==> src/rtl/csr_file_pkg.sv <==
// Shared definitions for the machine-mode CSR file: CSR addresses, access ops,
// mstatus bit positions, mtvec modes and the RW/RS/RC update rule.
package csr_file_pkg;

  localparam logic [11:0] CSR_MSTATUS   = 12'h300;
  localparam logic [11:0] CSR_MIE       = 12'h304;
  localparam logic [11:0] CSR_MTVEC     = 12'h305;
  localparam logic [11:0] CSR_MSCRATCH  = 12'h340;
  localparam logic [11:0] CSR_MEPC      = 12'h341;
  localparam logic [11:0] CSR_MCAUSE    = 12'h342;
  localparam logic [11:0] CSR_MIP       = 12'h344;
  localparam logic [11:0] CSR_MCYCLE    = 12'hB00;
  localparam logic [11:0] CSR_MINSTRET  = 12'hB02;
  localparam logic [11:0] CSR_MCYCLEH   = 12'hB80;
  localparam logic [11:0] CSR_MINSTRETH = 12'hB82;
  localparam logic [11:0] CSR_MHARTID   = 12'hF14;

  typedef enum logic [1:0] {
    CSR_OP_NONE = 2'b00,
    CSR_OP_RW   = 2'b01,
    CSR_OP_RS   = 2'b10,
    CSR_OP_RC   = 2'b11
  } csr_op_e;

  localparam int MSTATUS_MIE    = 3;
  localparam int MSTATUS_MPIE   = 7;
  localparam int MSTATUS_MPP_LO = 11;
  localparam int MSTATUS_MPP_HI = 12;

  typedef enum logic {
    MTVEC_DIRECT   = 1'b0,
    MTVEC_VECTORED = 1'b1
  } mtvec_mode_e;

  function automatic logic [63:0] csr_apply(input csr_op_e op,
                                            input logic [63:0] old_val,
                                            input logic [63:0] operand);
    case (op)
      CSR_OP_RW: csr_apply = operand;
      CSR_OP_RS: csr_apply = old_val | operand;
      CSR_OP_RC: csr_apply = old_val & ~operand;
      default:   csr_apply = old_val;
    endcase
  endfunction

endpackage

==> src/rtl/csr_file_counter64.sv <==
// 64-bit free-running counter with independent 32-bit half writes.
// Any write that cycle suppresses the increment, so a written value is seen verbatim.
module csr_file_counter64 (
  input  logic        clk,
  input  logic        rst,
  input  logic        inc,
  input  logic        wr_lo,
  input  logic        wr_hi,
  input  logic [63:0] wdata,
  output logic [63:0] count
);

  logic [63:0] cnt_q;
  logic [63:0] cnt_d;
  logic [63:0] cnt_inc;
  logic [1:0]  wr_half;

  assign wr_half = {wr_hi, wr_lo};
  assign cnt_inc = (inc && !(|wr_half)) ? cnt_q + 64'd1 : cnt_q;

  for (genvar gi = 0; gi < 2; gi++) begin : g_half
    assign cnt_d[32*gi +: 32] = wr_half[gi] ? wdata[32*gi +: 32] : cnt_inc[32*gi +: 32];
  end

  always_ff @(posedge clk) begin
    if (rst) begin
      cnt_q <= '0;
    end else begin
      cnt_q <= cnt_d;
    end
  end

  assign count = cnt_q;

endmodule

==> src/rtl/csr_file.sv <==
// Machine-mode CSR file: CSR RW/RS/RC access, trap entry, mret, and the
// mcycle/minstret counters (split into halves when XLEN is 32).
module csr_file
  import csr_file_pkg::*;
#(
  parameter int              XLEN        = 64,
  parameter logic [XLEN-1:0] HART_ID     = '0,
  parameter logic [XLEN-1:0] MTVEC_RESET = '0
) (
  input  logic            clk,
  input  logic            rst,
  input  logic [11:0]     csr_addr,
  input  logic [1:0]      csr_op,
  input  logic [XLEN-1:0] csr_wdata,
  output logic [XLEN-1:0] csr_rdata,
  output logic            csr_illegal,
  input  logic            instret_inc,
  input  logic            trap_valid,
  input  logic [XLEN-1:0] trap_pc,
  input  logic [XLEN-1:0] trap_cause,
  output logic [XLEN-1:0] trap_vec,
  input  logic            mret_valid,
  output logic [XLEN-1:0] mret_pc,
  output logic [XLEN-1:0] mstatus_o,
  output logic [63:0]     mcycle_o
);

  localparam bit HAS_HI = (XLEN == 32);

  csr_op_e op;
  assign op = csr_op_e'(csr_op);

  logic            ms_mie_q, ms_mie_d;
  logic            ms_mpie_q, ms_mpie_d;
  logic [XLEN-1:0] mie_csr_q, mie_csr_d;
  logic [XLEN-1:0] mip_csr_q, mip_csr_d;
  logic [XLEN-1:0] mtvec_q, mtvec_d;
  logic [XLEN-1:0] mscratch_q, mscratch_d;
  logic [XLEN-1:0] mepc_q, mepc_d;
  logic [XLEN-1:0] mcause_q, mcause_d;

  logic [63:0]     mcycle;
  logic [63:0]     minstret;
  logic [XLEN-1:0] mstatus_val;
  logic [63:0]     rd_raw;
  logic [63:0]     new_val;
  logic [XLEN-1:0] new_x;
  logic [63:0]     cnt_wdata;
  logic            mapped;
  logic            read_only;
  logic            do_write;
  logic            illegal;
  logic            wr_en;
  logic            cyc_wr_lo, cyc_wr_hi;
  logic            ins_wr_lo, ins_wr_hi;
  logic [XLEN-1:0] tv_base;
  logic            unused_trap_pc_lsbs;

  // Only MIE and MPIE are stored; MPP is hardwired to machine mode.
  always_comb begin
    mstatus_val = '0;
    mstatus_val[MSTATUS_MIE] = ms_mie_q;
    mstatus_val[MSTATUS_MPIE] = ms_mpie_q;
    mstatus_val[MSTATUS_MPP_HI:MSTATUS_MPP_LO] = 2'b11;
  end

  always_comb begin
    rd_raw    = '0;
    mapped    = 1'b1;
    read_only = 1'b0;
    case (csr_addr)
      CSR_MSTATUS:  rd_raw = 64'(mstatus_val);
      CSR_MIE:      rd_raw = 64'(mie_csr_q);
      CSR_MIP:      rd_raw = 64'(mip_csr_q);
      CSR_MTVEC:    rd_raw = 64'(mtvec_q);
      CSR_MSCRATCH: rd_raw = 64'(mscratch_q);
      CSR_MEPC:     rd_raw = 64'(mepc_q);
      CSR_MCAUSE:   rd_raw = 64'(mcause_q);
      CSR_MCYCLE:   rd_raw = 64'(mcycle[XLEN-1:0]);
      CSR_MINSTRET: rd_raw = 64'(minstret[XLEN-1:0]);
      CSR_MCYCLEH: begin
        if (HAS_HI) rd_raw = {32'h0, mcycle[63:32]};
        else        mapped = 1'b0;
      end
      CSR_MINSTRETH: begin
        if (HAS_HI) rd_raw = {32'h0, minstret[63:32]};
        else        mapped = 1'b0;
      end
      CSR_MHARTID: begin
        rd_raw    = 64'(HART_ID);
        read_only = 1'b1;
      end
      default: mapped = 1'b0;
    endcase
  end

  // RS/RC with a zero operand is a pure read: nothing is written.
  assign do_write    = (op == CSR_OP_RW) || (csr_wdata != '0);
  assign illegal     = (op != CSR_OP_NONE) && (!mapped || (read_only && do_write));
  assign csr_illegal = illegal && !rst;
  assign csr_rdata   = (op == CSR_OP_NONE || illegal || rst) ? '0 : rd_raw[XLEN-1:0];
  assign wr_en       = (op != CSR_OP_NONE) && !illegal && do_write && !trap_valid && !mret_valid;

  assign new_val   = csr_apply(op, rd_raw, 64'(csr_wdata));
  assign new_x     = new_val[XLEN-1:0];
  assign cnt_wdata = HAS_HI ? {new_val[31:0], new_val[31:0]} : new_val;

  assign cyc_wr_lo = wr_en && (csr_addr == CSR_MCYCLE);
  assign cyc_wr_hi = wr_en && (csr_addr == (HAS_HI ? CSR_MCYCLEH : CSR_MCYCLE));
  assign ins_wr_lo = wr_en && (csr_addr == CSR_MINSTRET);
  assign ins_wr_hi = wr_en && (csr_addr == (HAS_HI ? CSR_MINSTRETH : CSR_MINSTRET));

  always_comb begin
    ms_mie_d   = ms_mie_q;
    ms_mpie_d  = ms_mpie_q;
    mie_csr_d  = mie_csr_q;
    mip_csr_d  = mip_csr_q;
    mtvec_d    = mtvec_q;
    mscratch_d = mscratch_q;
    mepc_d     = mepc_q;
    mcause_d   = mcause_q;
    if (trap_valid) begin
      mepc_d    = {trap_pc[XLEN-1:2], 2'b00};
      mcause_d  = trap_cause;
      ms_mpie_d = ms_mie_q;
      ms_mie_d  = 1'b0;
    end else if (mret_valid) begin
      ms_mie_d  = ms_mpie_q;
      ms_mpie_d = 1'b1;
    end else if (wr_en) begin
      case (csr_addr)
        CSR_MSTATUS: begin
          ms_mie_d  = new_x[MSTATUS_MIE];
          ms_mpie_d = new_x[MSTATUS_MPIE];
        end
        CSR_MIE:      mie_csr_d  = new_x;
        CSR_MIP:      mip_csr_d  = new_x;
        CSR_MTVEC:    mtvec_d    = {new_x[XLEN-1:2], 1'b0, new_x[0]};
        CSR_MSCRATCH: mscratch_d = new_x;
        CSR_MEPC:     mepc_d     = {new_x[XLEN-1:2], 2'b00};
        CSR_MCAUSE:   mcause_d   = new_x;
        default: ;
      endcase
    end
  end

  always_ff @(posedge clk) begin
    if (rst) begin
      ms_mie_q   <= 1'b0;
      ms_mpie_q  <= 1'b0;
      mie_csr_q  <= '0;
      mip_csr_q  <= '0;
      mtvec_q    <= MTVEC_RESET;
      mscratch_q <= '0;
      mepc_q     <= '0;
      mcause_q   <= '0;
    end else begin
      ms_mie_q   <= ms_mie_d;
      ms_mpie_q  <= ms_mpie_d;
      mie_csr_q  <= mie_csr_d;
      mip_csr_q  <= mip_csr_d;
      mtvec_q    <= mtvec_d;
      mscratch_q <= mscratch_d;
      mepc_q     <= mepc_d;
      mcause_q   <= mcause_d;
    end
  end

  csr_file_counter64 u_mcycle (
    .clk   (clk),
    .rst   (rst),
    .inc   (1'b1),
    .wr_lo (cyc_wr_lo),
    .wr_hi (cyc_wr_hi),
    .wdata (cnt_wdata),
    .count (mcycle)
  );

  csr_file_counter64 u_minstret (
    .clk   (clk),
    .rst   (rst),
    .inc   (instret_inc),
    .wr_lo (ins_wr_lo),
    .wr_hi (ins_wr_hi),
    .wdata (cnt_wdata),
    .count (minstret)
  );

  // Vectored mode only offsets interrupts; exceptions always go to the base.
  always_comb begin
    tv_base  = {mtvec_q[XLEN-1:2], 2'b00};
    trap_vec = tv_base;
    if (mtvec_mode_e'(mtvec_q[0]) == MTVEC_VECTORED && trap_cause[XLEN-1]) begin
      trap_vec = tv_base + {trap_cause[XLEN-3:0], 2'b00};
    end
  end

  assign unused_trap_pc_lsbs = ^trap_pc[1:0];
  assign mret_pc   = mepc_q;
  assign mstatus_o = mstatus_val;
  assign mcycle_o  = mcycle;

endmodule

==> config.mk <==
export PLATFORM = sky130hd
export DESIGN_NAME = csr_file
export DESIGN_NICKNAME = d
export VERILOG_FILES = /design/src/rtl/csr_file_pkg.sv /design/src/rtl/csr_file_counter64.sv /design/src/rtl/csr_file.sv
export SDC_FILE = /design/constraint.sdc
export NUM_CORES = 2
export LEC_CHECK = 0
export ABC_AREA = 1
export BUFFER_PORTS_ARGS = -buffer_cell sky130_fd_sc_hd__clkbuf_2
export CAP_MARGIN = 20
export CORE_UTILIZATION = 25
export DETAILED_ROUTE_END_ITERATION = 10
export HOLD_SLACK_MARGIN = 0.15
export PLACE_DENSITY_LB_ADDON = 0.25
export SETUP_SLACK_MARGIN = 0.05
export SKIP_LAST_GASP = 1
export SLEW_MARGIN = 25
export SYNTH_ARGS = -nofsm -noshare
export SYNTH_HDL_FRONTEND = slang
export SYNTH_SLANG_ARGS = --single-unit
export TNS_END_PERCENT = 1
==> constraint.sdc <==
create_clock -name clk -period 2.75 [get_ports clk]
set_input_delay 0.275 -clock clk [delete_from_list [all_inputs] [get_ports clk]]
set_output_delay 0.275 -clock clk [all_outputs]
set_load 0.03 [all_outputs]
# Word-level counts from Yosys, hierarchy flattened
# Index checks and enable logic that the tools add are counted.
word_totals:
  ff_bits: 511
  in_bits: 211
  out_inout_bits: 321
  elab_cells: 100
op_classes:
  n_addsub: 3
  eq_ne: 14
  n_mux: 26
  n_bitwise: 5
  n_reduce_logical: 42
op_table:
  columns: ["operator", "count"]
  rows:
  - ["$mux W64", 11]
  - ["$pmux W64 S9", 1]
  - ["$pmux W64 S3", 1]
  - ["$add A64 B1 Y64 const B", 2]
  - ["$mux W32", 4]
  - ["$eq A12 B10 Y1 const B", 7]
  - ["$add A64 B64 Y64", 1]
  - ["$and A64 B64 Y64", 1]
  - ["$not A64 Y64", 1]
  - ["$or A64 B64 Y64", 1]
  - ["$reduce_bool A64 Y1", 1]
  - ["$eq A12 B12 Y1 const B", 3]
  - ["$reduce_and A4 Y1", 4]
  - ["$reduce_bool A2 Y1", 7]
  - ["$logic_and A1 B1 Y1", 11]
  - ["$reduce_or A10 Y1", 1]
  - ["$mux W1", 9]
  - ["$logic_not A1 Y1", 6]
  - ["$reduce_and A3 Y1", 2]
  - ["$reduce_bool A3 Y1", 2]
  - ["$eq A2 B2 Y1 const B", 2]
  - ["$logic_or A1 B1 Y1", 4]
  - ["$reduce_and A2 Y1", 2]
  - ["$eq A2 B1 Y1 const B", 1]
  - ["4 further kinds", 5]

# Logic depth before layout (Yosys ltp)
logic_depth:
  ltp_word: 16
  ltp_mapped: 17
  mapped_depth_nobuf: 16

# Cells and area by module
# A second synthesis with hierarchy kept.
unflattened:
  hier_cells: 7232
  hier_area_um2: 39863.2
modules_own_cells:
  columns: ["mod", "instances", "cells_each", "area_per_inst_um2", "seq_area_each_um2"]
  rows:
  - ["csr_file", 1, 5424, 29971.2, 7667.4]
  - ["csr_file_counter64", 2, 904, 4946.0, 1281.2]

# Worst setup path after synthesis
# OpenSTA, ideal clock, no wires.
synth_path:
  path_kind: "register -> output"
  from: "register mtvec_q[2]"
  to: "output port trap_vec[26]"
  t_arrival_ps: 2374
  required_ps: 2475
  setup_slack_ps: 101
  path_stages_with_launch: 11
  path_buffers: 0
  path_cell_list: "dfxtp_1 ha_1 fa_1 nand3_1 nand2_1 a21oi_1 o21ai_0 nand2_1 nand2_1 xnor2_1 o21ai_0"
synth_between:
  elab_chain_cells: 2
synth_lines:
  columns: ["element", "line", "rtl"]
  rows:
  - ["from (decl)", "csr_file.sv:37", "logic [XLEN-1:0] mtvec_q, mtvec_d;"]
  - ["from (signal assigned)", "csr_file.sv:162", "mtvec_q <= mtvec_d;"]
  - ["$add A64 B64 Y64", "csr_file.sv:194", "trap_vec = tv_base + {trap_cause[XLEN-3:0], 2'b00};"]
  - ["$mux W64", "csr_file.sv:193", "if (mtvec_mode_e'(mtvec_q[0]) == MTVEC_VECTORED && trap_cause[XLEN-1]) begin"]
  - ["to (decl)", "csr_file.sv:21", "output logic [XLEN-1:0] trap_vec,"]
# Every way passes these cells.

# Worst setup path after layout
layout_path:
  from: "register mtvec_q[19]"
  to: "output port csr_rdata[19]"
layout_between:
  elab_chain_cells: 2
layout_lines:
  columns: ["element", "line", "rtl"]
  rows:
  - ["$pmux W64 S9", "csr_file.sv:71", "case (csr_addr)"]
  - ["$mux W64", "csr_file.sv:101", "assign csr_rdata = (op == CSR_OP_NONE || illegal || rst) ? '0 : rd_raw[XLEN-1:0];"]
  - ["to (decl)", "csr_file.sv:15", "output logic [XLEN-1:0] csr_rdata,"]
# Every way passes these cells.

==> flow_summary_export.csv <==
group,metric,value,unit
critical_path,worstReg2RegEnd,"u_minstret.count[44]",
floorplanning,coreArea,152000,um2
timing,finalCriticalPeriod,3.25,ns
detailed_routing,drt_iter0_markers,6405,
timing,skew,0.0279,ns
floorplanning,num_io_pins,532,
detailed_routing,post-route-drc-count,0,
critical_path,cp_common_cell,"buf_4",
floorplanning,fp-row-count,143,
logic_synthesis,syn_inst,6495,
global_route,grt_pass1_vias,48367,
cells_and_area,areaGrowthSynthToFinish,49.6,%
detailed_routing,first_pass_iters,6,
cells_and_area,layoutNonFillerInstCount,9975,
logic_synthesis,ys_warn_count,0,
power,leakage,25.3,nW
logic_synthesis,synth_top_area_frac,0.268,
hold_path,min_path_type,"input pin to register",
clock_network,worstSkewPairLatency,0.68,ns
job,maxCapViolations,0,
clock_network,path_clk_slew,0.06,ns
logic_synthesis,synth_edf_count,0,
critical_path,critPathLaunch,"mtvec_q[19]",
logic_synthesis,ys_ff_latch,511,
critical_path,crit-reg2reg-launch,"u_minstret.count[1]",
global_route,grt_start_max_net_pins,114,
critical_path,worst_setup_path_start_kind,"register",
critical_path,crit_type,"register to output pin",
place,gp_congestion,1.05,
timing,report.final.slew_viol_count,0,
status,violations,"negative setup slack",
timing,setup_slack,-0.497,ns
critical_path,critPathCapture,"csr_rdata[19]",
power,p_per_area,360,nW/um2
logic_synthesis,synth_area_leaders,"dfxtp_1 (27%), nand2_1 (15%), o21ai_0 (8.7%)",
power,peakVddDrop,0.000396,V
detailed_routing,dr_total_vias,52459,
logic_synthesis,async_flop_share,0,
logic_synthesis,synth_ff_type,"dfxtp_1",
cells_and_area,nNetsFinal,8159,
critical_path,cp_cell_sequence,"buf_4 -> inv_1 -> o21ai_0 -> a2111oi_0 -> buf_4 -> nor2_1 -> clkbuf_2",
critical_path,crit_slowest_cell,"a2111oi_0",
clock_network,clockBufferDepth,3,
logic_synthesis,yosysUniqueCellTypes,55,
global_route,grt_overflow,0,
timing,finalSetupViolCount,112,
critical_path,critPathCaptureType,"output pin",
floorplanning,initial_core_util,0.252,
detailed_routing,vias_per_cell,5.26,
critical_path,cpLargestDelayFamily,"buffers and inverters",
clock_network,root_buffer,"clkbuf_16",
floorplanning,die_x,393,um
place,dp.final_hpwl,225000,um
status,outcome,"finished with violations",
timing,timing.final.crit_share,1.18,
global_route,grt_pass1_wl,378000,um
timing,tightest_slew,0.980,ns
global_route,antenna_found_initial,22,
clock_network,cts.htree.levels,3,
critical_path,path_max_fanout,3,
global_route,grt_use_total,0.349,
timing,grt_setup_unrepaired,"yes",
hold_path,min_path_cells,6,
cells_and_area,fin_area,57100,um2
detailed_routing,antenna_left,0,
clock_network,cts_tree,"yes",
place,dp.cells,9712,
critical_path,reg2reg_depth,13,
place,io_buffers,463,
floorplanning,die-area,154000,um2
timing,hold_viol,0,
critical_path,cp.arrival,2.97,ns
power,power,20.6,mW
clock_network,cts_made_buffers,66,
floorplanning,die_h,393,um
place,postPlaceCellArea,51000,um2
logic_synthesis,ys_seq_area_frac,0.268,
logic_synthesis,yosys.area.top_type,"dfxtp_1",
critical_path,path_depth,7,
critical_path,crit_buf_inv,4,
place,pre_cts_slack,-0.694,ns
critical_path,worstPathRequired,2.48,ns
cells_and_area,utilization,0.376,
timing,fin_setup_tns,-33.36,ns
detailed_routing,wire_per_inst,28.1,um
timing,whs,0.160,ns
clock_network,cts_sinks,511,
critical_path,rrSetupSlack,0.16,ns
cells_and_area,drive_gt1_frac,0.281,
timing,maxSlewHeadroom,0.347,
detailed_routing,totalWireLength,280000,um
logic_synthesis,syn_area,38200,um2
logic_synthesis,synth.avg_cell_area,5.88,um2
timing,clock.fmax,0.308,GHz
critical_path,slowest_delay,0.74,ns
## what timing repair did
action / in CTS / in global routing
setup buffers: 24 / 18
hold buffers: 96 / 0
pin swaps: 81 / 107
endpoints found under the setup margin: 119 / 128
resized for setup: 433 / 297
hold endpoints to repair: 125 / 0
## metal layers
layer	wire, um	up-vias	GRT usage	share of wire
met5	63	-	0	0.00022
li1	-	23898	-	-
met2	117000	3029	0.518	0.42
met4	12200	10	0.135	0.043
met1	124000	25064	0.491	0.44
met3	27400	458	0.0692	0.098
## sequential cells by signal, indices dropped and copies added, names as in the netlist, 62 cells and up
signal	cells
mcause_q	64
mret_pc	62
mip_csr_q	64
u_minstret.count	64
mie_csr_q	64
mtvec_q	63
mscratch_q	64
u_mcycle.count	64
## cell families after synthesis
| kind of cell | Yosys count | share of synthesized area |
|---|---|---|
| and+or+nand+nor | 3247 | 0.358 |
| AOI/OAI and AO/OA | 1369 | 0.192 |
| buffers and inverters | 1149 | 0.125 |
| DFF | 511 | 0.268 |
| xor gates and xnor gates | 122 | 0.0280 |
| adders and majority gates | 64 | 0.0212 |
| muxes | 31 | 0.00813 |
| other | 2 | 0.000197 |
## how the worst min path moves through the flow
stage	from	end	slack, ns
floorplan	mcause_q[20]	mcause_q[20]	0.46
global placement	mcause_q[52]	mcause_q[52]	0.46
detailed placement	mcause_q[20]	mcause_q[20]	0.47
CTS	trap_cause[45]	mcause_q[45]	0.15
global route	trap_cause[59]	mcause_q[59]	0.21
finish	trap_cause[44]	mcause_q[44]	0.16
## layout make-up
cell class                      count  area, um2
Antenna cell                        7       17.5
Clock buffer                       95       1990
Clock inverter                     27        343
Fill cell                       16779      94600
Inverter                          727       2740
Multi-Input combinational cell   4899      25700
Sequential cell                   511      10300
Tap cell                         2030       2540
Timing Repair Buffer             1679      13500
## where the power goes
part	total [mW]	leakage [nW]	internal (mW)	switching, mW
clock network	9.65	1.15	5.66	3.99
registers	7.65	4.17	7.51	0.135
logic	3.29	19.9	1.13	2.16
## synthesized netlist by cell type (5+ instances only)
master	count
nor4_1	33
a21boi_0	7
a21oi_1	498
nor2_1	826
xor2_1	84
o221ai_1	32
a2111oi_0	13
nand3_1	599
inv_1	694
nand2_2	11
xnor2_1	38
nand3_2	5
a41oi_1	20
clkbuf_1	207
buf_2	92
nand4_1	65
o21ai_0	667
o21a_1	5
buf_1	37
a21o_1	9
ha_1	63
nand2_1	1547
nor2_4	8
clkinv_1	21
o22ai_1	47
mux2i_1	31
buf_4	81
inv_2	12
nor3_1	89
o21ai_1	28
nand3b_1	18
or2_2	20
nor2_2	8
dfxtp_1	511
o21bai_1	9
o211ai_1	23
## worst reg2reg max path: stages, from the launching register on
cell     delay, ns
dfxtp_1       0.38
ha_1          0.19
nand2_1       0.12
nor2_1        0.18
nand3_1       0.18
nor2_2        0.16
nand2_1       0.15
nor2_1        0.25
nand3_1       0.17
nor3_2        0.28
buf_4         0.18
xor2_1        0.13
inv_1         0.05
a21oi_1       0.11
## cells in the final DEF (no fill, tap or decap), types with 21 or more instances in the layout
cell and instances:
clkbuf_2 420, clkbuf_16 69, nand3_1 570, nand2_2 60, nand2_4 21, o22ai_1 47
nand2_1 1480, a21oi_2 38, buf_6 31, o221ai_1 32, nor4_1 26, dlygate4sd3_1 95
xor2_1 84, inv_2 54, o21ai_2 25, o21ai_0 597, nor2_1 731, nor3_1 83
nor2_4 42, dfxtp_1 461, ha_4 54, a21oi_1 447, mux2i_1 31, conb_1 66
nand4_1 65, buf_12 117, nand3_2 28, xnor2_1 36, o21ai_1 67, inv_1 654
nor2_2 69, o211ai_1 23, buf_4 998, dfxtp_2 35
Power figures use the tool's default switching activity.
